`src/rtl/array_div_seq_if.sv`:
```
// array_div_seq_if: start/done handshake and operand/result bus of the
// sequential restoring divider.
//   master: drives start, dividend, divisor; observes busy/done and results.
//   slave : the divider side.
interface array_div_seq_if #(
  parameter int unsigned DW = 8,
  parameter int unsigned VW = 4
);
  logic          start;
  logic [DW-1:0] dividend;
  logic [VW-1:0] divisor;
  logic          busy;
  logic          done;
  logic [DW-1:0] quotient;
  logic [VW-1:0] remainder;
  logic          div_by_zero;
  logic          chk_err;

  modport master (
    output start, dividend, divisor,
    input  busy, done, quotient, remainder, div_by_zero, chk_err
  );

  modport slave (
    input  start, dividend, divisor,
    output busy, done, quotient, remainder, div_by_zero, chk_err
  );
endinterface

```
`src/rtl/array_div_seq.sv`:
```
// array_div_seq: sequential unsigned restoring divider, DW-bit dividend by
// VW-bit divisor, one quotient bit per clock behind a start/done handshake.
// Ports:
//   clk  - rising-edge clock
//   rst  - synchronous active-high reset
//   bus  - array_div_seq_if.slave: start/dividend/divisor in;
//          busy/done/quotient/remainder/div_by_zero/chk_err out (registered)
// Optional feature: define DIV_SELF_CHECK_EN to reconstruct
// quotient*divisor+remainder at completion and flag a mismatch on chk_err.
// Without it chk_err is held at 0 and no multiplier exists.
module array_div_seq (
  input logic           clk,
  input logic           rst,
  array_div_seq_if.slave bus
);
  localparam int unsigned DW = 8;
  localparam int unsigned VW = 4;
  localparam int unsigned RW = VW + 1;
  localparam int unsigned CW = $clog2(DW);
`ifdef DIV_SELF_CHECK_EN
  localparam int unsigned PW = DW + VW;
  localparam int unsigned AW = DW;
`else
  localparam int unsigned AW = VW;
`endif

  typedef enum logic [1:0] {IDLE, RUN, DONE} state_t;

  state_t        state_q, state_d;
  logic [CW-1:0] cnt_q, cnt_d;
  logic [VW-1:0] rem_q, rem_d;     // partial remainder, always < divisor between steps
  logic [DW-1:0] dvd_q, dvd_d;     // dividend shifting out, quotient shifting in
  logic [AW-1:0] a_q, a_d;         // captured dividend (low bits only unless self-check)
  logic [VW-1:0] v_q, v_d;         // captured divisor
  logic          busy_q, busy_d;
  logic          done_q, done_d;
  logic [DW-1:0] quot_q, quot_d;
  logic [VW-1:0] remo_q, remo_d;
  logic          dbz_q, dbz_d;
  logic          chk_q, chk_d;

  logic [RW-1:0] rem_sh;
  logic [RW-1:0] diff;
  logic          neg;
  logic [DW-1:0] quot_res;
  logic [VW-1:0] rem_res;
  logic          dbz_res;
`ifdef DIV_SELF_CHECK_EN
  logic [PW-1:0] recon;
`endif

  // State and datapath registers
  always_ff @(posedge clk) begin
    if (rst) begin
      state_q <= IDLE;
      cnt_q   <= '0;
      rem_q   <= '0;
      dvd_q   <= '0;
      a_q     <= '0;
      v_q     <= '0;
      busy_q  <= 1'b0;
      done_q  <= 1'b0;
      quot_q  <= '0;
      remo_q  <= '0;
      dbz_q   <= 1'b0;
      chk_q   <= 1'b0;
    end else begin
      state_q <= state_d;
      cnt_q   <= cnt_d;
      rem_q   <= rem_d;
      dvd_q   <= dvd_d;
      a_q     <= a_d;
      v_q     <= v_d;
      busy_q  <= busy_d;
      done_q  <= done_d;
      quot_q  <= quot_d;
      remo_q  <= remo_d;
      dbz_q   <= dbz_d;
      chk_q   <= chk_d;
    end
  end

  // Restoring step and final result selection
  always_comb begin
    rem_sh = {rem_q, dvd_q[DW-1]};
    diff   = rem_sh - {1'b0, v_q};
    // rem_sh <= 2*divisor-1, so the sign bit of the VW+1-bit difference is exact
    neg    = diff[RW-1];

    dbz_res  = (v_q == '0);
    quot_res = dbz_res ? {DW{1'b1}} : dvd_q;
    rem_res  = dbz_res ? a_q[VW-1:0] : rem_q;
  end

  // Next-state and output logic
  always_comb begin
    state_d = state_q;
    cnt_d   = cnt_q;
    rem_d   = rem_q;
    dvd_d   = dvd_q;
    a_d     = a_q;
    v_d     = v_q;
    busy_d  = busy_q;
    done_d  = 1'b0;
    quot_d  = quot_q;
    remo_d  = remo_q;
    dbz_d   = dbz_q;
    chk_d   = chk_q;

    case (state_q)
      IDLE: begin
        if (bus.start) begin
          a_d     = AW'(bus.dividend);
          v_d     = bus.divisor;
          dvd_d   = bus.dividend;
          rem_d   = '0;
          cnt_d   = CW'(DW - 1);
          busy_d  = 1'b1;
          state_d = RUN;
        end
      end

      RUN: begin
        dvd_d = {dvd_q[DW-2:0], ~neg};
        rem_d = neg ? rem_sh[VW-1:0] : diff[VW-1:0];
        if (cnt_q == '0) begin
          state_d = DONE;
        end else begin
          cnt_d = cnt_q - CW'(1);
        end
      end

      DONE: begin
        done_d = 1'b1;
        busy_d = 1'b0;
        quot_d = quot_res;
        remo_d = rem_res;
        dbz_d  = dbz_res;
`ifdef DIV_SELF_CHECK_EN
        chk_d  = !dbz_res && (recon != PW'(a_q));
`else
        chk_d  = 1'b0;
`endif
        state_d = IDLE;
        if (bus.start) begin
          a_d     = AW'(bus.dividend);
          v_d     = bus.divisor;
          dvd_d   = bus.dividend;
          rem_d   = '0;
          cnt_d   = CW'(DW - 1);
          busy_d  = 1'b1;
          state_d = RUN;
        end
      end

      default: state_d = IDLE;
    endcase
  end

`ifdef DIV_SELF_CHECK_EN
  // Reconstruct the dividend from the results for the completion check
  always_comb begin
    recon = PW'(quot_res) * PW'(v_q) + PW'(rem_res);
  end
`endif

  assign bus.busy        = busy_q;
  assign bus.done        = done_q;
  assign bus.quotient    = quot_q;
  assign bus.remainder   = remo_q;
  assign bus.div_by_zero = dbz_q;
  assign bus.chk_err     = chk_q;
endmodule

```
`src/flat_wrapper.sv`:
```
// flat-port wrapper written by rule: the top's interface ports become plain ports
module array_div_seq_flat 
  (clk, rst, bus_start, bus_dividend, bus_divisor, bus_busy, bus_done, bus_quotient, bus_remainder, bus_div_by_zero, bus_chk_err);
  array_div_seq_if bus_i ();
  input logic clk;
  input logic rst;
  input wire logic [$bits(bus_i.start)-1:0] bus_start;
  input wire logic [$bits(bus_i.dividend)-1:0] bus_dividend;
  input wire logic [$bits(bus_i.divisor)-1:0] bus_divisor;
  output wire logic [$bits(bus_i.busy)-1:0] bus_busy;
  output wire logic [$bits(bus_i.done)-1:0] bus_done;
  output wire logic [$bits(bus_i.quotient)-1:0] bus_quotient;
  output wire logic [$bits(bus_i.remainder)-1:0] bus_remainder;
  output wire logic [$bits(bus_i.div_by_zero)-1:0] bus_div_by_zero;
  output wire logic [$bits(bus_i.chk_err)-1:0] bus_chk_err;
  assign bus_i.start = bus_start;
  assign bus_i.dividend = bus_dividend;
  assign bus_i.divisor = bus_divisor;
  assign bus_busy = bus_i.busy;
  assign bus_done = bus_i.done;
  assign bus_quotient = bus_i.quotient;
  assign bus_remainder = bus_i.remainder;
  assign bus_div_by_zero = bus_i.div_by_zero;
  assign bus_chk_err = bus_i.chk_err;
  array_div_seq u_core (.clk(clk), .rst(rst), .bus(bus_i));
endmodule
```
`config.mk`:
```
export PLATFORM = sky130hd
export DESIGN_NAME = array_div_seq_flat
export DESIGN_NICKNAME = d
export VERILOG_FILES = /design/src/rtl/array_div_seq_if.sv /design/src/rtl/array_div_seq.sv /design/src/flat_wrapper.sv
export SDC_FILE = /design/constraint.sdc
export NUM_CORES = 1
export LEC_CHECK = 0
export CORE_ASPECT_RATIO = 1.5
export CORE_MARGIN = 3
export CORE_UTILIZATION = 50
export DETAILED_ROUTE_END_ITERATION = 16
export PLACE_DENSITY = 0.8
export SYNTH_ARGS = -nofsm -noshare
export SYNTH_HDL_FRONTEND = slang
export SYNTH_SLANG_ARGS = --single-unit
```
`constraint.sdc`:
```
create_clock -name clk -period 2.75 [get_ports clk]
set_input_delay 0.6875 -clock clk [delete_from_list [all_inputs] [get_ports clk]]
set_output_delay 0.6875 -clock clk [all_outputs]
set_load 0.02 [all_outputs]
```
==> results by stage <==
Setup path:
- In this run the worst path has a maximum fanout of 5.
- STA classifies the critical path endpoint as a register.
- The critical path required time is 2.93 ns.
- The worst setup path is launched from a register.
- Tracing the worst setup path back leads to its startpoint at u_core.dvd_q[7].
- At the worst endpoint, the arrival time is 2.51 ns.
- By startpoint and endpoint, the worst setup path is classified as register to register.
- In this run the critical register-to-register path is launched from u_core.dvd_q[7].

Timing:
- The highest achievable clock rate is 429 MHz.
- Between clock sinks in the finished design, the worst skew comes to 0.00482 ns.
- The post-route setup TNS is 0 ns.
- For the pin with the worst max-slew slack, the measured transition is 1.23 ns.
- The number of pins with negative max-slew slack in the final report is 0.
- Setup repair after global routing left no endpoint under its margin.
- Setup violations remaining at the end of the flow were counted as 0.
- The final number of hold-violating endpoints is 0.
- Counting I/O delays and the setup requirement, the final critical path takes 2.33 ns.
- The ratio of final minimum period to clock period is 84.8%.
- Measured against its own limit, the worst slew margin works out to 18.2%.

Clock network:
- The number of levels in the clock H-tree is 2.
- The maximum root-to-sink buffer count is 2.
- The clock sink count is 40.
- Buffers inserted to repair hold after CTS numbered 0.
- The number of clock buffers added by TritonCTS is 5.
- The later pin in the worst-skew pair is clocked with a latency of 0.28 ns.
- The number of buffers inserted by post-CTS setup repair is 0.
- The number of gates given a new drive strength after cts is 0.
- TritonCTS built the clock tree.
- The cell at the root of the clock tree is clkbuf_8.
- Clock-pin slew was measured on the worst setup and hold paths at 0.07 ns.

Power and ir drop:
- Internal power comes to 0.930 mW.
- Of the total power, combinational logic draws 21.4%.
- The leakage power is 0.861 nW.
- The maximum vdd drop is 0.402 mV.
- The switching share of power is 28.1%.
- The switching component of the power is 0.363 mW.
- The clock network burns 27.5% of the power.
- The power density over the cells is 595 nW/µm².
- The relative contribution of sequential cells to total power is 51.1%.

Global route:
- The largest net degree at the start of global routing is 19.
- Global routing finished with a remaining overflow of 0.
- The initial antenna violation count is 0.
- The first global-routing pass estimated 6220 µm of wire.
- The via count of the first global-routing pass was 1,426.
- Global routing used 19.7% of the available tracks across all layers.

Route:
- The first-pass iteration count of the detailed router is 4.
- In the final routed layout, each cell accounts on average for 13.4 µm.
- The post-detailed-route DRC marker count is 0.
- In this run, the number of DRC markers left after iteration 0 of detailed routing was 26.
- The via density per instance is 5.23.
- Across all layers, the routed design uses 1,411 vias.
- The number of antenna-violating nets in the routed design is 0.
- The routed design has 3610 µm of wire.

Cells and area:
- At the end of the flow, the number of nets in the layout was 252.
- The top cell types in the final layout, fill and taps aside, are dfxtp_1 (40), nor2_1 (35), clkdlybuf4s50_1 (29).
- The library cell used most frequently in the layout, excluding fill and tap cells, is dfxtp_1.
- The fill cell instance count of the final layout is 298.
- The post-route netlist has 6.52% of its cells at a drive strength greater than 1.
- After routing the design area is 2170 µm².
- Summing all flip-flop and latch instances after layout gives 801 µm².
- The multi-input combinational cells in the finished layout cover a total of 878 µm².
- The repair_antennas step left the layout with diodes totalling 0.
- The area growth from synthesis to layout is 22.9%.

Flow run:
- The count of maximum capacitance violations is 0.

Synthesis:
- Counting every net in the synthesized netlist gives 222.
- The number of distinct library cells after synthesis is 28.
- The library cell with the largest summed area after synthesis is dfxtp_1.
- The number of instances in the synthesized netlist is 200.
- The sequential share of the synthesized area is 45.3%.
- The number of warnings issued by yosys is 0.
- The number of storage elements in the synthesis netlist is 40.
- The share of the synthesized area in the top cell type is 45.3%.
- Yosys attributes the largest share of cell area to dfxtp_1 (45%), mux2i_1 (7.9%), nor2_1 (7.4%).
- The mapped netlist covers 1770 µm².
- Each instance of the synthesized netlist takes up on average 8.83 µm².

Floorplanning:
- The placement row count is 25.
- From bottom edge to top edge, the die measures 78.8 µm.
- The die outline area is 4300 µm².
- The number of top-level pins is 31.
- The horizontal die dimension is 54.5 µm.
- Once the floorplan was initialized, standard cells occupied 53.8% of the core.
- The core area is 3280 µm².

Worst hold path:
- The path class of the tightest hold or removal check is register to register.
- The critical hold path startpoint is u_core.a_q[1].

Placed design:
- Detailed placement finished with a half-perimeter wire length of 2840 µm.
- Port buffering added 29 buffers.
- Summing all placed instances gives a cell area of 2090 µm².
- The congestion estimate from routability-driven global placement came to 0.870.

Outcome:
- The flow ran to the end, and the final reports show no timing, DRC or antenna violations.
power groups by stage:
| stage | clock network, mW | registers (mW) | logic [mW] |
|---|---|---|---|
| CTS | 0.366 | 0.661 | 0.280 |
| finish | 0.355 | 0.661 | 0.277 |
| detailed placement | 0 | 0.674 | 0.279 |
| global route | 0.394 | 0.667 | 0.310 |
| global placement | 0 | 0.672 | 0.271 |
| floorplan | 0 | 0.673 | 0.189 |
cells by family after synthesis:
| kind of cell | after synthesis | share of synthesized area (%) |
|---|---|---|
| compound gates | 36 | 13.4 |
| xor+xnor | 4 | 2.41 |
| flops | 40 | 45.3 |
| mux | 16 | 9.21 |
| buf+inv | 20 | 4.96 |
| other cells | 1 | 0.212 |
| simple gates | 76 | 19.1 |
| fa+ha+maj | 7 | 5.38 |
flip-flops by register name, summed over array words and instances, names as in the netlist:
name                    cells
u_core.bus.remainder        4
u_core.a_q                  4
u_core.v_q                  4
u_core.cnt_q                3
u_core.bus.div_by_zero      1
u_core.bus.done             1
u_core.bus.quotient         8
u_core.rem_q                4
u_core.state_q              2
u_core.dvd_q                8
u_core.bus.busy             1
stage by stage:
stage / hold WS, ns / setup slack [ns] / total power, mW / std cells / util (%)
2_1_floorplan: 0.436 / 0.581 / 0.862 / 200 / -
3_3_place_gp: 0.450 / 0.509 / 0.943 / 263 / 63.8
3_5_place_dp: 0.453 / 0.417 / 0.953 / 263 / 63.8
4_1_cts: 0.463 / 0.407 / 1.31 / 270 / 66.1
5_1_grt: 0.481 / 0.317 / 1.37 / 270 / 66.1
6_report: 0.459 / 0.417 / 1.29 / 270 / 66.1
worst paths after layout:
check	cells past startpoint	slack, ns	endpoint
worst min-delay path	2	0.46	u_core.a_q[1]
worst max-delay path	8	0.42	u_core.rem_q[3]
worst min register to register	2	0.46	u_core.a_q[1]
worst max register to register	8	0.42	u_core.rem_q[3]
cells in the mapped netlist:
master / instances
buf_4: 2
xor2_2: 1
nor2b_1: 3
conb_1: 1
nor3_1: 10
a211oi_1: 14
buf_1: 1
dfxtp_1: 40
a21oi_2: 1
o21a_1: 1
fa_1: 1
inv_1: 8
mux2_1: 2
nand2b_1: 5
a21oi_1: 14
ha_1: 6
xor2_1: 1
nand2_1: 21
clkbuf_1: 5
xnor2_1: 2
o21ai_0: 2
buf_2: 4
mux2i_1: 14
nor4_4: 1
a22o_1: 3
a311oi_1: 1
and3_1: 1
nor2_1: 35
per-layer routing:
layer	vias up	track usage [%]	wire length, µm	part of all wire [%]
met2	31	33.5	1920	53
li1	734	-	-	-
met4	0	9.48	95	2.6
met3	9	4.69	138	3.8
met1	637	22.1	1460	40
met5	-	0	0	0
worst max-delay path, stage by stage (launching register included):
cell and delay (ns):
dfxtp_1 0.36, inv_1 0.07, ha_1 0.21, fa_1 0.40, nand2b_1 0.17, a21oi_2 0.17, xor2_2 0.31, mux2_1 0.36
a22o_1 0.19
layout make-up:
cell class	instances	share of cell area, %
sequential	40	36.9
clock buffer	6	3.34
tap	40	2.30
inverter	8	1.38
timing repair buffer	35	15.4
multi-input combinational	140	40.4
clock inverter	1	0.230
(Power assumes the default switching activity.)
